[config.mk]
export PLATFORM = sky130hd
export DESIGN_NAME = adxl362_spi
export DESIGN_NICKNAME = d
export VERILOG_FILES = /design/src/rtl/adxl362_spi_pkg.sv /design/src/rtl/adxl362_sync.sv /design/src/rtl/adxl362_spi.sv
export SDC_FILE = /design/constraint.sdc
export NUM_CORES = 1
export LEC_CHECK = 0
export ABC_AREA = 1
export CAP_MARGIN = 20
export CORE_MARGIN = 2
export CORE_UTILIZATION = 35
export DETAILED_ROUTE_END_ITERATION = 8
export PLACE_DENSITY = 0.59
export SYNTH_ARGS = -nofsm -noshare
export SYNTH_HDL_FRONTEND = slang
export SYNTH_SLANG_ARGS = --single-unit
[constraint.sdc]
create_clock -name clk_16mhz -period 1.6 [get_ports clk_16mhz]
set_input_delay 0.24 -clock clk_16mhz [delete_from_list [all_inputs] [get_ports clk_16mhz]]
set_output_delay 0.24 -clock clk_16mhz [all_outputs]
set_load 0.05 [all_outputs]
[src/rtl/adxl362_spi_pkg.sv]
// Shared ADXL362 SPI constants: command opcodes, FSM state encoding and a
// small shift helper used by the receive path.
package adxl362_spi_pkg;

  localparam logic [7:0] ADXL362_SPI_CMD_WRITE = 8'h0A;
  localparam logic [7:0] ADXL362_SPI_CMD_READ  = 8'h0B;
  localparam logic [7:0] ADXL362_SPI_CMD_FIFO  = 8'h0D;

  typedef enum logic [2:0] {
    ST_IDLE    = 3'd0,
    ST_CMD     = 3'd1,
    ST_ADDR    = 3'd2,
    ST_WR_DATA = 3'd3,
    ST_RD_DATA = 3'd4,
    ST_IGNORE  = 3'd5
  } spi_state_e;

  function automatic logic [7:0] shift_in(input logic [7:0] cur, input logic bit_in);
    return {cur[6:0], bit_in};
  endfunction

endpackage

[src/rtl/adxl362_sync.sv]
// Two-flop synchroniser whose flops power up to a caller-chosen idle level.
module adxl362_sync (
  input  logic clk_i,
  input  logic rst_n_i,
  input  logic rst_val_i,
  input  logic d_i,
  output logic q_o
);

  logic meta_q;
  logic sync_q;

  // Double-register the asynchronous input into the clk_i domain.
  always_ff @(posedge clk_i or negedge rst_n_i) begin
    if (!rst_n_i) begin
      meta_q <= rst_val_i;
      sync_q <= rst_val_i;
    end else begin
      meta_q <= d_i;
      sync_q <= meta_q;
    end
  end

  assign q_o = sync_q;

endmodule

[src/rtl/adxl362_spi.sv]
// Oversampled SPI mode-0 slave decoding the ADXL362 register read/write
// protocol and driving the register block's write/address/data_write port.
module adxl362_spi
  import adxl362_spi_pkg::*;
(
  input  logic       clk_16mhz,
  input  logic       rst_n,
  input  logic       sclk,
  input  logic       cs_n,
  input  logic       mosi,
  output logic       miso,
  output logic       write,
  output logic [5:0] address,
  output logic [7:0] data_write,
  input  logic [7:0] data_read
);

  logic sclk_s, cs_n_s, mosi_s;

  adxl362_sync u_sync_sclk (.clk_i(clk_16mhz), .rst_n_i(rst_n), .rst_val_i(1'b0), .d_i(sclk), .q_o(sclk_s));
  adxl362_sync u_sync_cs_n (.clk_i(clk_16mhz), .rst_n_i(rst_n), .rst_val_i(1'b1), .d_i(cs_n), .q_o(cs_n_s));
  adxl362_sync u_sync_mosi (.clk_i(clk_16mhz), .rst_n_i(rst_n), .rst_val_i(1'b0), .d_i(mosi), .q_o(mosi_s));

  spi_state_e state_q;
  logic       sclk_prev_q;
  logic [2:0] bit_cnt_q;
  logic [7:0] rx_q, tx_q, data_write_q;
  logic [5:0] address_q;
  logic       wr_flag_q, wr_pend_q, write_q, rd_inc_q, rd_load_q, miso_q;

  logic       rise_s, fall_s, byte_done_s;
  logic [7:0] byte_s;

  assign rise_s      = ~sclk_prev_q & sclk_s;
  assign fall_s      = sclk_prev_q & ~sclk_s;
  assign byte_s      = shift_in(rx_q, mosi_s);
  assign byte_done_s = rise_s && (bit_cnt_q == 3'd7);

  // Protocol FSM with its strobe pipeline and the transmit shifter.
  always_ff @(posedge clk_16mhz or negedge rst_n) begin
    if (!rst_n) begin
      state_q      <= ST_IDLE;
      sclk_prev_q  <= 1'b0;
      bit_cnt_q    <= 3'd0;
      rx_q         <= 8'h00;
      tx_q         <= 8'h00;
      data_write_q <= 8'h00;
      address_q    <= 6'd0;
      wr_flag_q    <= 1'b0;
      wr_pend_q    <= 1'b0;
      write_q      <= 1'b0;
      rd_inc_q     <= 1'b0;
      rd_load_q    <= 1'b0;
      miso_q       <= 1'b0;
    end else begin
      sclk_prev_q <= sclk_s;
      // The write/increment pipeline runs independently of chip select so an
      // in-flight strobe always completes.
      write_q   <= wr_pend_q;
      wr_pend_q <= 1'b0;
      rd_inc_q  <= 1'b0;
      rd_load_q <= 1'b0;
      if (write_q) begin
        address_q <= address_q + 6'd1;
      end else if (rd_inc_q) begin
        address_q <= address_q + 6'd1;
        rd_load_q <= 1'b1;
      end else begin
        address_q <= address_q;
      end

      if (cs_n_s) begin
        state_q   <= ST_IDLE;
        bit_cnt_q <= 3'd0;
        rx_q      <= 8'h00;
        miso_q    <= 1'b0;
      end else begin
        if (rise_s) begin
          rx_q      <= byte_s;
          bit_cnt_q <= bit_cnt_q + 3'd1;
        end else begin
          rx_q      <= rx_q;
        end

        case (state_q)
          ST_IDLE: begin
            state_q   <= ST_CMD;
            bit_cnt_q <= 3'd0;
            rx_q      <= 8'h00;
          end
          ST_CMD: begin
            if (byte_done_s) begin
              case (byte_s)
                ADXL362_SPI_CMD_WRITE: begin state_q <= ST_ADDR; wr_flag_q <= 1'b1; end
                ADXL362_SPI_CMD_READ:  begin state_q <= ST_ADDR; wr_flag_q <= 1'b0; end
                ADXL362_SPI_CMD_FIFO:  state_q <= ST_IGNORE;
                default:               state_q <= ST_IGNORE;
              endcase
            end
          end
          ST_ADDR: begin
            if (byte_done_s) begin
              address_q <= byte_s[5:0];
              if (wr_flag_q) begin
                state_q <= ST_WR_DATA;
              end else begin
                state_q   <= ST_RD_DATA;
                rd_load_q <= 1'b1;
              end
            end
          end
          ST_WR_DATA: begin
            if (byte_done_s) begin
              data_write_q <= byte_s;
              wr_pend_q    <= 1'b1;
            end
          end
          ST_RD_DATA: begin
            if (byte_done_s) begin
              rd_inc_q <= 1'b1;
            end
          end
          ST_IGNORE: state_q <= ST_IGNORE;
          default:   state_q <= ST_IDLE;
        endcase

        // miso tracks tx bit 7 while reading; the fall after a byte boundary never shifts.
        if (state_q == ST_RD_DATA) begin
          if (rd_load_q) begin
            tx_q   <= data_read;
            miso_q <= data_read[7];
          end else if (fall_s && (bit_cnt_q != 3'd0)) begin
            tx_q   <= {tx_q[6:0], 1'b0};
            miso_q <= tx_q[6];
          end else begin
            miso_q <= tx_q[7];
          end
        end else begin
          miso_q <= 1'b0;
        end
      end
    end
  end

  assign miso       = miso_q;
  assign write      = write_q;
  assign address    = address_q;
  assign data_write = data_write_q;

endmodule

==> flow_summary.toml <==
[finish]
syn_to_final_growth_pct = 20.1
fin_util_pct = 43.7
fin_cells = 360
layout_common_cells = "nand2_1 (63), dfrtp_1 (46), inv_1 (28), o21ai_2 (18)"
layout-drive-gt1-share_pct = 26.5
diodes = 0
nets = 299
fillerInstances = 638
final_common_cell = "nand2_1"

[detailed_routing]
wl_per_cell_um = 11.0
routed_wl_mm = 3.97
wl_met3_um = 87
top_layer = "met4"
final_antenna_net_count = 0
drt-pass1-iter-count = 4
met1Wirelength_mm = 2.09
drc_errors = 0
drtIter0Drc = 89
wl_met2_mm = 1.71
drt-vias-per-instance = 4.48
vias = 1614

[die]
initial_core_util_pct = 36.4
die_w_um = 85.5
coreArea_sq_mm = 0.00639
rows = 29
dieArea_sq_mm = 0.00731
die_h_um = 85.5
io_pins = 29

[run]
cap_violations = 0

[worst_setup_path]
critical_path_class = "flip-flop to flip-flop"
cp.required_ns = 1.79
path_depth = 8
crit_family = "simple AND/OR/NAND/NOR gates"
crit_path_max_incr_delay_ns = 0.36
cp_common_cell = "nand2_1"
crit_slowest_cell = "dfrtp_1"
worstPathArrival_ns = 1.58
critPathCaptureType = "flip-flop"
path_buf_inv = 1
crit_chain = "inv_1 > ha_1 > nand2_1 > nand3_1 > nand2_1 > nand3_4 > nand2_1 > o21ai_2"
worst_r2r_path_depth = 8
start_kind = "flip-flop"
cp_max_fo = 16

[logic_synthesis]
ys_ff_latch = 48
yosysSeqAreaShare_pct = 51.8
synth_top_cell_area_share_pct = 49.5
synth_area_leader_cell = "dfrtp_1"
synth_area_leaders = "dfrtp_1 (50%), nand2_1 (10%), o21ai_2 (6.8%)"
synth_warnings = 0
synthesis.nets = 264
netlist_instances = 247
syn_area_sq_mm = 0.00232
synth_cell_types = 28
synth.avg_cell_area_sq_um = 9.41

[clock_network]
cts-buffers-inserted = 5
clock-sinks = 48
clockBufferDepth = 2
root_buffer = "clkbuf_8"
cts_max_level = 2
cts_tree = "yes"
clkLatencyLatePin_ns = 0.30
cts_resized = 0
path_clk_slew_ns = 0.08

[placement]
placedCellCount = 351
globalplace.congestion = 0.732
portBuffers = 28
hpwl_mm = 3.00

[timing]
setup_viol = 0
tightestPinTransition_ns = 0.373
relSlewSlack_pct = 75.1
grt_setup_unrepaired = "no"
tns_ns = 0
period_minus_slack_ns = 1.40
clock_skew_ns = 0.0129
post-route-period-util_pct = 87.3
final-max-slew-violation-count = 0
timing.fmax_ghz = 0.716
final_hold_viol_count = 0

[grt]
grt.overflow.total = 0
grt_pass1_wl_mm = 7.06
grt_use_total_pct = 12.2
antenna_found_initial = 0
grt_pass1_vias = 1501
grt_max_degree = 24

[power_and_ir_drop]
p_int_mw = 1.92
p_clk_share_pct = 31.7
power-per-cell-area_mw_per_mm2 = 953
ir_worst_vdd_mv = 0.386
switching_share_pct = 27.9
p_leak_nw = 1.37
power.switching_mw = 0.741
seqPwrFrac_pct = 50.6
combPwrFrac_pct = 17.7

[hold_path]
hp-class = "input port to flip-flop"
hold_depth = 1

[run_status]
status = "finished, final reports clean"
[cell usage after synthesis]
master   count
and2_1       1
nor2_2       4
buf_6        3
nor2_4       3
or2_1        1
a21oi_1      1
dfstp_2      2
nand2_4      3
inv_1       28
buf_4        1
a21oi_2      4
xnor2_1      1
mux2i_1      6
nor2_1      16
nand2_1     63
inv_2        4
nand3_2      1
o22ai_2      1
dfrtp_1     46
nand4_1      4
o21ai_1     12
ha_1         4
nor3_4       1
nand3_1     10
o21ai_0      1
nand3_4      1
nand2_2      7
o21ai_2     18
[power by group through the flow]
stage               registers [mW]  logic, mW  clock network (mW)
floorplan                     1.37      0.333                   0
global placement              1.37      0.470                   0
CTS                           1.34      0.479               0.873
global route                  1.35      0.542               0.915
finish                        1.34      0.470               0.844
detailed placement            1.37      0.476                   0
[state kept, by name, indices dropped and copies added (netlist names), 3 cells and up]
register and cells:
state_q 3, rx_q 7, bit_cnt_q 3, address 6, data_write 8, tx_q 8
[cells by family (layout without fill, tap and decap cells)]
family,count (synthesis),after routing,share of synthesized area [%]
AO/OA/AOI/OAI,37,37,11.8
AND/OR/NAND/NOR,115,115,24.3
XOR/XNOR,1,1,0.377
adder cells (fa/ha/maj),4,4,2.15
buffers and inverters,36,72,6.95
flip-flops,48,48,51.8
multiplexers,6,6,2.58
[per-stage QoR]
step | worst slack, ns | hold WS, ns | total power [mW] | area [sq um]
3_5_place_dp | 0.195 | 0.180 | 1.84 | 2670
2_1_floorplan | 0.185 | -0.0556 | 1.70 | 2320
3_3_place_gp | 0.234 | 0.177 | 1.84 | 2670
5_1_grt | 0.0512 | 0.355 | 2.81 | 2790
4_1_cts | 0.179 | 0.336 | 2.70 | 2790
6_report | 0.204 | 0.347 | 2.66 | 2790
[cell type report]
class | instances | area (sq um) | area share [%]
clock inverter | 1 | 30.0 | 1.08
clock buffer | 7 | 76.3 | 2.74
timing repair buffer | 32 | 305 | 10.9
tap | 77 | 96.3 | 3.45
multi-input combinational | 163 | 958 | 34.3
sequential | 48 | 1200 | 43.1
inverter | 32 | 120 | 4.30
[routing by layer]
metal | GRT usage (%) | up-vias
li1 | - | 855
met1 | 18.4 | 735
met2 | 16.8 | 18
met3 | 2.33 | 6
met4 | 5.63 | 0
met5 | 0 | -
[worst register-to-register path, stage by stage, from the launching register on]
cell     delay, ns
dfrtp_1       0.36
inv_1         0.07
ha_1          0.19
nand2_1       0.06
nand3_1       0.08
nand2_1       0.13
nand3_4       0.21
nand2_1       0.14
o21ai_2       0.05
[timing repair]
action / in CTS / in global routing
hold buffers: 1 / 0
buffers inserted: 0 / 0
hold endpoints to repair: 12 / 0
setup endpoints to repair: 0 / 0
[worst paths after layout]
path	startpoint	to	slack [ns]
worst min-delay path	cs_n	u_sync_cs_n.meta_q	0.35
max in group asynchronous	rst_n	miso	0.72
worst max-delay path	bit_cnt_q[0]	tx_q[1]	0.20
worst max register to register	bit_cnt_q[0]	tx_q[1]	0.20
worst min register to register	u_sync_mosi.meta_q	u_sync_mosi.q_o	0.36
min in group asynchronous	rst_n	data_write[6]	0.38
Note: power is estimated with default switching activity, not from simulation.
